## src/rtl/decade_counter_pkg.sv

```systemverilog
`default_nettype none
// ============================================================================
//  Module      : decade_counter_pkg
//  Description : Shared defaults and helpers for cascadable decade counters.
//  Revision    : 1.0 - initial release
// ============================================================================
package decade_counter_pkg;

    localparam int unsigned c_DEFAULT_MAX_COUNT = 9;
    localparam int unsigned c_DEFAULT_WIDTH     = 4;

    // Bits needed to hold a given terminal count; used to sanity-check WIDTH.
    function automatic int unsigned count_bits(input int unsigned max_count);
        int unsigned bits;
        bits = 1;
        while ((max_count >> bits) != 0) begin
            bits = bits + 1;
        end
        return bits;
    endfunction

endpackage : decade_counter_pkg
`default_nettype wire

```

## src/rtl/decade_counter.sv

```systemverilog
`default_nettype none
// ============================================================================
//  Module      : decade_counter
//  Description : Modulo-(MAX_COUNT+1) enable counter with terminal-count carry.
//  Revision    : 1.0 - initial release
// ============================================================================
module decade_counter
    import decade_counter_pkg::*;
#(
    parameter int unsigned MAX_COUNT = c_DEFAULT_MAX_COUNT,
    parameter int unsigned WIDTH     = c_DEFAULT_WIDTH
) (
    input  logic             clk,
    input  logic             rst_n,
    input  logic             in,
    output logic [WIDTH-1:0] cnt,
    output logic             carry
);

    localparam logic [WIDTH-1:0] c_MAX  = WIDTH'(MAX_COUNT);
    localparam logic [WIDTH-1:0] c_ONE  = WIDTH'(1);
    localparam logic [WIDTH-1:0] c_ZERO = '0;

    logic [WIDTH-1:0] r_cnt;
    logic [WIDTH-1:0] w_cnt_next;
    logic             w_at_max;
    logic             w_illegal;

    assign w_at_max  = (r_cnt == c_MAX);
    assign w_illegal = (r_cnt > c_MAX);

    // Out-of-range values recover to zero on the next edge, independent of in.
    always_comb begin
        w_cnt_next = r_cnt;
        if (w_illegal) begin
            w_cnt_next = c_ZERO;
        end else if (in) begin
            w_cnt_next = w_at_max ? c_ZERO : (r_cnt + c_ONE);
        end
    end

    always_ff @(posedge clk) begin
        if (!rst_n) begin
            r_cnt <= c_ZERO;
        end else begin
            r_cnt <= w_cnt_next;
        end
    end

    assign cnt   = r_cnt;
    assign carry = rst_n & in & w_at_max;

endmodule : decade_counter
`default_nettype wire

```

## config.mk

```make
export PLATFORM = sky130hd
export DESIGN_NAME = decade_counter
export DESIGN_NICKNAME = d
export VERILOG_FILES = /design/src/rtl/decade_counter_pkg.sv /design/src/rtl/decade_counter.sv
export SDC_FILE = /design/constraint.sdc
export NUM_CORES = 1
export LEC_CHECK = 0
export CORE_AREA = 10 10 47 49
export CTS_CLUSTER_SIZE = 20
export DETAILED_ROUTE_END_ITERATION = 12
export DIE_AREA = 0 0 57 59
export PLACE_DENSITY_LB_ADDON = 0.05
export SLEW_MARGIN = 10
export SYNTH_ARGS = -nofsm -noshare
export SYNTH_HDL_FRONTEND = slang
export SYNTH_SLANG_ARGS = --single-unit
```

## constraint.sdc

```tcl
create_clock -name clk -period 1.2 [get_ports clk]
set_input_delay 0.12 -clock clk [delete_from_list [all_inputs] [get_ports clk]]
set_output_delay 0.12 -clock clk [all_outputs]
set_load 0.01 [all_outputs]
```

# [After elaboration in Yosys (flattened, before gate mapping)]
# Index checks and enable logic that the tools add are counted.
[word_totals] in_bits=3 regBits=4 out_inout_bits=5 wordCells=9
[op_classes] mux=1 eq_ne=1 order_cmp=1 reduce_logical=1 addsub=1 bitwise=3
[op_table] cell="$add A4 B1 Y4 const B" count=1
[op_table] cell="$eq A4 B4 Y1 const B" count=1
[op_table] cell="$gt A4 B4 Y1 const B" count=1
[op_table] cell="$mux W4" count=1
[op_table] cell="$and A1 B1 Y1" count=2
[op_table] cell="$reduce_or A2 Y1" count=1
[op_table] cell="$not A1 Y1" count=1

# [Longest topological paths before layout]
# Gate-level depths: netlist of the first run.
[logic_depth] word_depth=2 mapped_depth=2 ltp_nobuf=2

# [Worst setup path after synthesis of the first run]
# OpenSTA, ideal clock, no wires.
[synth_path] path_kind="register -> output" from="register r_cnt[3] (netlist: cnt[3])" to="output port carry" arrival_time_ns=0.968 slack_ns=0.112 required_time_ns=1.080 stages_incl_launch_ff=3 path_buffers=0 path_cell_list="dfxtp_1 -> or3b_1 -> nor2_1"
[synth_via] elab_chain_cells=2
[synth_lines] element="from (decl)" line_no="decade_counter.sv:24" source="logic [WIDTH-1:0] r_cnt;"
[synth_lines] element="from (signal assigned)" line_no="decade_counter.sv:44" source="r_cnt <= c_ZERO;"
[synth_lines] element="from (signal assigned)" line_no="decade_counter.sv:46" source="r_cnt <= w_cnt_next;"
[synth_lines] element="$eq A4 B4 Y1" line_no="decade_counter.sv:29" source="assign w_at_max = (r_cnt == c_MAX);"
[synth_lines] element="$and A1 B1 Y1" line_no="decade_counter.sv:51" source="assign carry = rst_n & in & w_at_max;"
[synth_lines] element="to (decl)" line_no="decade_counter.sv:17" source="output logic carry"
# Every way passes these cells.

# [Worst setup path after layout of the first run]
[layout_path] from="register r_cnt[2] (netlist: cnt[2])" to="output port carry"
# The elaborated chain is that of the path after synthesis.

==> results_dict.tcl, run 1 <==
set metrics [dict create \
    r2r_slack_ns 0.19 \
    crit_path_end_kind "primary output" \
    cts_root_buf "clkbuf_4" \
    clock_sinks 4 \
    syn2layout_area_growth_pct 76.7 \
    critPathBufInv 1 \
    rsz0062_at_grt "true" \
    overflow 0 \
    viasPerCell 4.21 \
    ant_nets 0 \
    ys_ff_latch 4 \
    largest_reg_flops 4 \
    wl_per_cell_um 11.9 \
    hold_buffers 0 \
    seqPwrFrac_pct 38.2 \
    fin_crit_sh_pct 105 \
    arrival_ns 1.14 \
    crit_fanout 2 \
    insertedDiodeCount 0 \
    tns_ns -0.0612 \
    worst-slew-pin-transition_ns 0.104 \
    n_fill_cell 163 \
    dr.pass1.iters 2 \
    timing.fmax_mhz 793 \
    fp-row-count 14 \
    dr_wl_met2_um 264 \
    slew_viol_final 0 \
    hold_slack_ns 0.543 \
    comb_power_share_pct 17.4 \
    antenna_found_initial 0 \
    drc 0 \
    wl_met3_um 81 \
    die_area_mm2 0.00336 \
    fp.dieH_um 59 \
    gp_congestion 0.695 \
    clock_skew_ns 0.00734 \
    synthDistinctLibCells 13 \
    syn-cell-area_um2 204 \
    slew_headroom_pct 92.9 \
    cp.required_ns 1.08 \
    clk_pin_slew_ns 0.03 \
    multiInputGateArea_um2 129 \
    vias 223 \
    outcome "finished, violations left" \
    ff_latch_area_um2 83.8 \
    drtIter0Drc 1 \
    hp-class "register to register" \
    routed.top_layer "met3" \
    grt_pass1_wl_um 1100 \
    crit_chain "or3b_4 -> nor2_2 -> buf_2" \
    placed_cells 50 \
    p_per_area_mw_per_mm2 1050 \
    final_common_cell "buf_4" \
    synth_top_area_cell "dfxtp_1" \
    layout_setup_ws_ns -0.0612 \
    nets 42 \
    start_util_pct 14.6 \
    grt_max_degree 7 \
    yosys.area.top_type_share_pct 39.3 \
    fp.dieW_um 57 \
    ys_top_cells_by_area "dfxtp_1 (39%), nand3b_1 (11%), a21bo_2 (9.8%)" \
    synth_cells 21 \
    met1Wirelength_um 283 \
    cts_tree "done" \
    sw_frac_of_total_pct 23.0 \
    startpoint_type "register" \
    first_global_vias 257 \
    ctsLongestPathBuffers 2 \
    final_cell_mix "buf_4 (6), dlygate4sd2_1 (4), nand3b_1 (3), clkbuf_4 (3), dfxtp_2 (3)" \
    violations "negative setup slack" \
    yosys_warnings 0 \
    hpwl_um 506 \
    path_class "register to primary output" \
    hold_violations 0 \
    period_needed_ns 1.26 \
    irDropWorstVdd_v 0.000358 \
    netSwitchingPower_uw 86.9 \
    core-area_mm2 0.00140 \
    clk_latency_ns 0.24 \
    routed_wl_um 629 \
    synth_nets 24 \
    max_stage_delay_ns 0.40 \
    io_buffer_count 7 \
    avgSynthCellArea_um2 9.71 \
    htree_levels 1 \
    yosysSeqAreaShare_pct 39.3 \
    critical-path-slowest-cell "or3b_4" \
    cap_violations 0 \
    num_io_pins 8 \
    p_clk_share_pct 44.4 \
    p_int_uw 291 \
    grt.total_usage_pct 4.23 \
    p_leak_uw 0.000173 \
    drive_above_1_share_pct 48.6 \
    finalSetupViolCount 1 \
    cts_buffers 3 \
    critical-path-top-delay-family "simple AND/OR/NAND/NOR gates" \
    final_cells 53 \
]
## worst reg2reg max path, cell delays in order (launching register included)
cell and delay [ns]:
dfxtp_2 0.31, buf_4 0.14, or3b_1 0.37, mux2i_1 0.12
## cell type report
class | count | area share, %
repair buffers | 13 | 29.2
multi-input cells | 17 | 35.8
well taps | 16 | 5.56
flip-flops and latches | 4 | 23.3
clock buffers | 3 | 6.25
## cells in the mapped netlist, drive strengths merged
| library cell | count |
|---|---|
| nor2 | 1 |
| or2b | 1 |
| dfxtp | 4 |
| nand3 | 2 |
| or3b | 2 |
| o22ai | 1 |
| xor2 | 1 |
| mux2i | 1 |
| and3 | 1 |
| nand3b | 3 |
| a21oi | 1 |
| a21bo | 2 |
| o21ai | 1 |
## worst paths after layout
check,cells after the start,to,from
max,3,carry,cnt[2]
min,2,cnt[3],cnt[2]
max reg2reg,3,cnt[2],cnt[2]
min reg2reg,2,cnt[3],cnt[2]
## layer usage
layer / GRT usage, % / vias up
li1: - / 114
met1: 3.67 / 101
met2: 6.36 / 8
met3: 4.94 / 0
met4: 1.01 / 0
met5: 0 / -
## power groups by stage
stage / combinational, uW / sequential (uW) / clock (uW)
finish: 65.8 / 144 / 168
floorplan: 18.9 / 154 / 0
detailed placement: 71.0 / 146 / 0
global placement: 70.7 / 146 / 0
CTS: 66.9 / 144 / 177
global route: 73.6 / 145 / 193
## kinds of logic after synthesis
family	Yosys count	synth area share, %
DFF	4	39.3
xor gates and xnor gates	1	4.30
and+or+nand+nor	10	33.7
muxes	1	4.91
AOI/OAI and AO/OA	5	17.8
## metrics by stage
step	setup WS (ns)	power, uW	utilization [%]	cell area (um^2)
4_1_cts	-0.110	387	25.1	352
3_5_place_dp	-0.276	217	24.2	339
6_report	-0.0612	378	25.7	360
5_1_grt	-0.120	411	25.7	360
3_3_place_gp	-0.287	217	24.2	339
2_1_floorplan	0.112	173	-	204
## what timing repair did
| action | CTS | global route |
|---|---|---|
| pin swaps | 0 | 1 |
| buffers inserted | 0 | 0 |
| gates resized for setup | 8 | 5 |
| setup endpoints to repair | 5 | 1 |
Note: power is estimated with default switching activity, not from simulation.
==> inputs of run 2 (changes only) <==
Settings changed: ABC_AREA set to 1, RECOVER_POWER set to 50.
==> run 2 against run 1 <==
  * The flow now finishes without violations
  * Combinational power increased by 14%
  * Sequential cell count unchanged
  * Sequential share of layout area decreased by 2.9 points
  * Hold slack got worse by 0.23 ns
  * Wire length increased by 4.5%
  * Die area unchanged
  * Total power increased by 4.5%
  * Non-clock buffer count increased by 6
  * Fmax increased by 11%
  * Clock skew decreased by 0.0025 ns
  * Clock-buffer cell count unchanged
  * Critical path type unchanged
==> results_dict.tcl, run 2 <==
set metrics [dict create \
    avgSynthCellArea_um2 6.59 \
    crit_chain "buf_4 -> dlygate4sd2_1" \
    nets 57 \
    num_io_pins 8 \
    layout_setup_ws_ns 0.0598 \
    ys_ff_latch 4 \
    p_leak_uw 0.000214 \
    grt_max_degree 5 \
    place_ws_ns -0.405 \
    finalSetupViolCount 0 \
    final_common_cell "buf_4" \
    synthSimpleGateAreaFrac_pct 45.6 \
    holdPathStages 5 \
    overflow 0 \
    synth_top_area_cell "dfxtp_1" \
    core-area_mm2 0.00140 \
    antenna_found_initial 0 \
    critPathBufInv 2 \
    fp.dieH_um 59 \
    min_from "in" \
    insertedDiodeCount 0 \
    ant_nets 0 \
    hp-class "input pin to register" \
    synth_edf_count 0 \
    ys.flop_type "dfxtp_1" \
    start_util_pct 14.1 \
    yosysSeqAreaShare_pct 40.5 \
    path_class "register to primary output" \
    cap_violations 0 \
    slew_headroom_pct 82.4 \
    n_fill_cell 175 \
    crit_fanout 4 \
    gp_congestion 0.789 \
    cts_tree "done" \
    fp.dieW_um 57 \
    die_area_mm2 0.00336 \
    hpwl_um 524 \
    clock_sinks 4 \
    grt.total_usage_pct 4.10 \
    crit_path_end_kind "primary output" \
    cp.required_ns 1.08 \
    startpoint_type "register" \
    final_util_pct 28.9 \
    final_cell_mix "buf_4 (12), nor2_1 (7), nand2_1 (5), dlygate4sd2_1 (4)" \
    r2r_end "cnt[2]" \
    vias 267 \
    synth_cells 30 \
    synth_top_family_by_area "simple AND/OR/NAND/NOR gates" \
    first_global_vias 257 \
    ys_top_cells_by_area "dfxtp_1 (41%), nand2_1 (11%), nor2_1 (11%)" \
    fin_crit_sh_pct 95.0 \
    grt_pass1_wl_um 1020 \
    rsz0062_at_grt "true" \
    worst-slew-pin-transition_ns 0.262 \
    routed_wl_um 657 \
    p_per_area_mw_per_mm2 974 \
    synth_compound_gate_area_share_pct 6.33 \
    drive_above_1_share_pct 44.2 \
    synthAdderAreaFrac_pct 0 \
    synth_common_cells "nand2_1 (6), nor2_1 (6), dfxtp_1 (4), inv_1 (4), nor2_2 (3)" \
    synth_mux_area_share_pct 0 \
    hold_violations 0 \
    r2r_slack_ns 0.11 \
    yosys_warnings 0 \
    drc 0 \
    outcome "completed" \
    irDropWorstVdd_v 0.000358 \
    clock_skew_ns 0.00481 \
    cts_buffers 3 \
    dr.pass1.iters 2 \
    clk_latency_ns 0.24 \
    syn2layout_area_growth_pct 105 \
    hold_end "cnt[0]" \
    critical-path-slowest-cell "dfxtp_1" \
    max_stage_delay_ns 0.37 \
    hold_buffers 0 \
    htree_levels 1 \
    viasPerCell 3.93 \
    regToRegStartpoint "cnt[2]" \
    slew_viol_final 0 \
    yosys.area.top_type_share_pct 40.5 \
    reg2regPathDepth 5 \
    syn-cell-area_um2 198 \
    clk_pin_slew_ns 0.04 \
    synthDistinctLibCells 10 \
    async_flop_share_pct 0 \
    drtIter0Drc 2 \
    synthXorXnorAreaFrac_pct 0 \
    critical-path-top-delay-family "buffers and inverters" \
    timing.fmax_mhz 877 \
    arrival_ns 1.02 \
    fp-row-count 14 \
    ctsLongestPathBuffers 2 \
    io_buffer_count 7 \
    cts_root_buf "clkbuf_4" \
    synth_nets 33 \
    largest_reg_flops 4 \
    wl_per_cell_um 9.66 \
    period_needed_ns 1.14 \
]
## run 2: cell count changes after synthesis, moves of 3 or more
cell      before  now
nand2_1        0    6
nor2_2         0    3
inv_1          0    4
nand3b_1       3    0
nor2_1         1    6
## run 2: worst max path at each step
| stage | end | start | cells after the start |
|---|---|---|---|
| 2_1_floorplan | carry | cnt[0] | 4 |
| 3_3_place_gp | carry | in | 6 |
| 3_5_place_dp | carry | in | 6 |
| 4_1_cts | carry | in | 6 |
| 5_1_grt | carry | cnt[0] | 5 |
| 6_report | cnt[2] | cnt[2] | 2 |
## run 2: cell families (layout without fill, tap and decap cells)
kind of cell | count (synthesis) | in the layout
compound gates | 2 | 2
simple gates | 20 | 20
flops | 4 | 4
buf+inv | 4 | 26
## run 2: stage by stage
stage	TNS (ns)	area, um^2	total power (uW)	hold slack [ns]	instances
after floorplan	0	198	168	0.255	30
after global placement	-0.408	363	216	0.595	63
after detailed placement	-0.409	363	216	0.586	63
after CTS	0	375	390	0.596	66
after global routing	-0.0175	405	426	0.334	68
final	0	405	395	0.309	68
## run 2: routing by layer
metal	GRT usage [%]	up-vias	part of all wire (%)
met2	5.43	9	43
met5	0	-	0
met1	3.68	113	42
li1	-	140	-
met4	4.03	0	6.5
met3	3.65	5	9.1
## run 2: where the power goes
group / leakage, uW / switching (uW) / internal (uW)
registers: 0.0000333 / 4.35 / 140
clock network: 0.0000138 / 62.9 / 112
logic: 0.000167 / 30.4 / 44.7
total: 0.000214 / 97.6 / 297
## run 2: worst reg2reg max path, delay by kind of cell, from the launching register on
kind / cells / cell delay (ns)
AOI/OAI and AO/OA: 1 / 0.23
DFF: 1 / 0.37
buffers and inverters: 2 / 0.24
and+or+nand+nor: 2 / 0.13
## run 2: final cells by class
type | instances | area [um^2] | area share (%)
Timing Repair Buffer | 19 | 153 | 37.7
Clock buffer | 3 | 22.5 | 5.56
Multi-Input combinational cell | 22 | 113 | 27.8
Tap cell | 16 | 20.0 | 4.94
Inverter | 4 | 15.0 | 3.70
Sequential cell | 4 | 82.6 | 20.4
## run 2: what timing repair did
action                     in CTS  in global routing
pin swaps                       0                  3
setup buffers                   0                  2
setup endpoints to repair       5                  1
resized for setup               9                  6
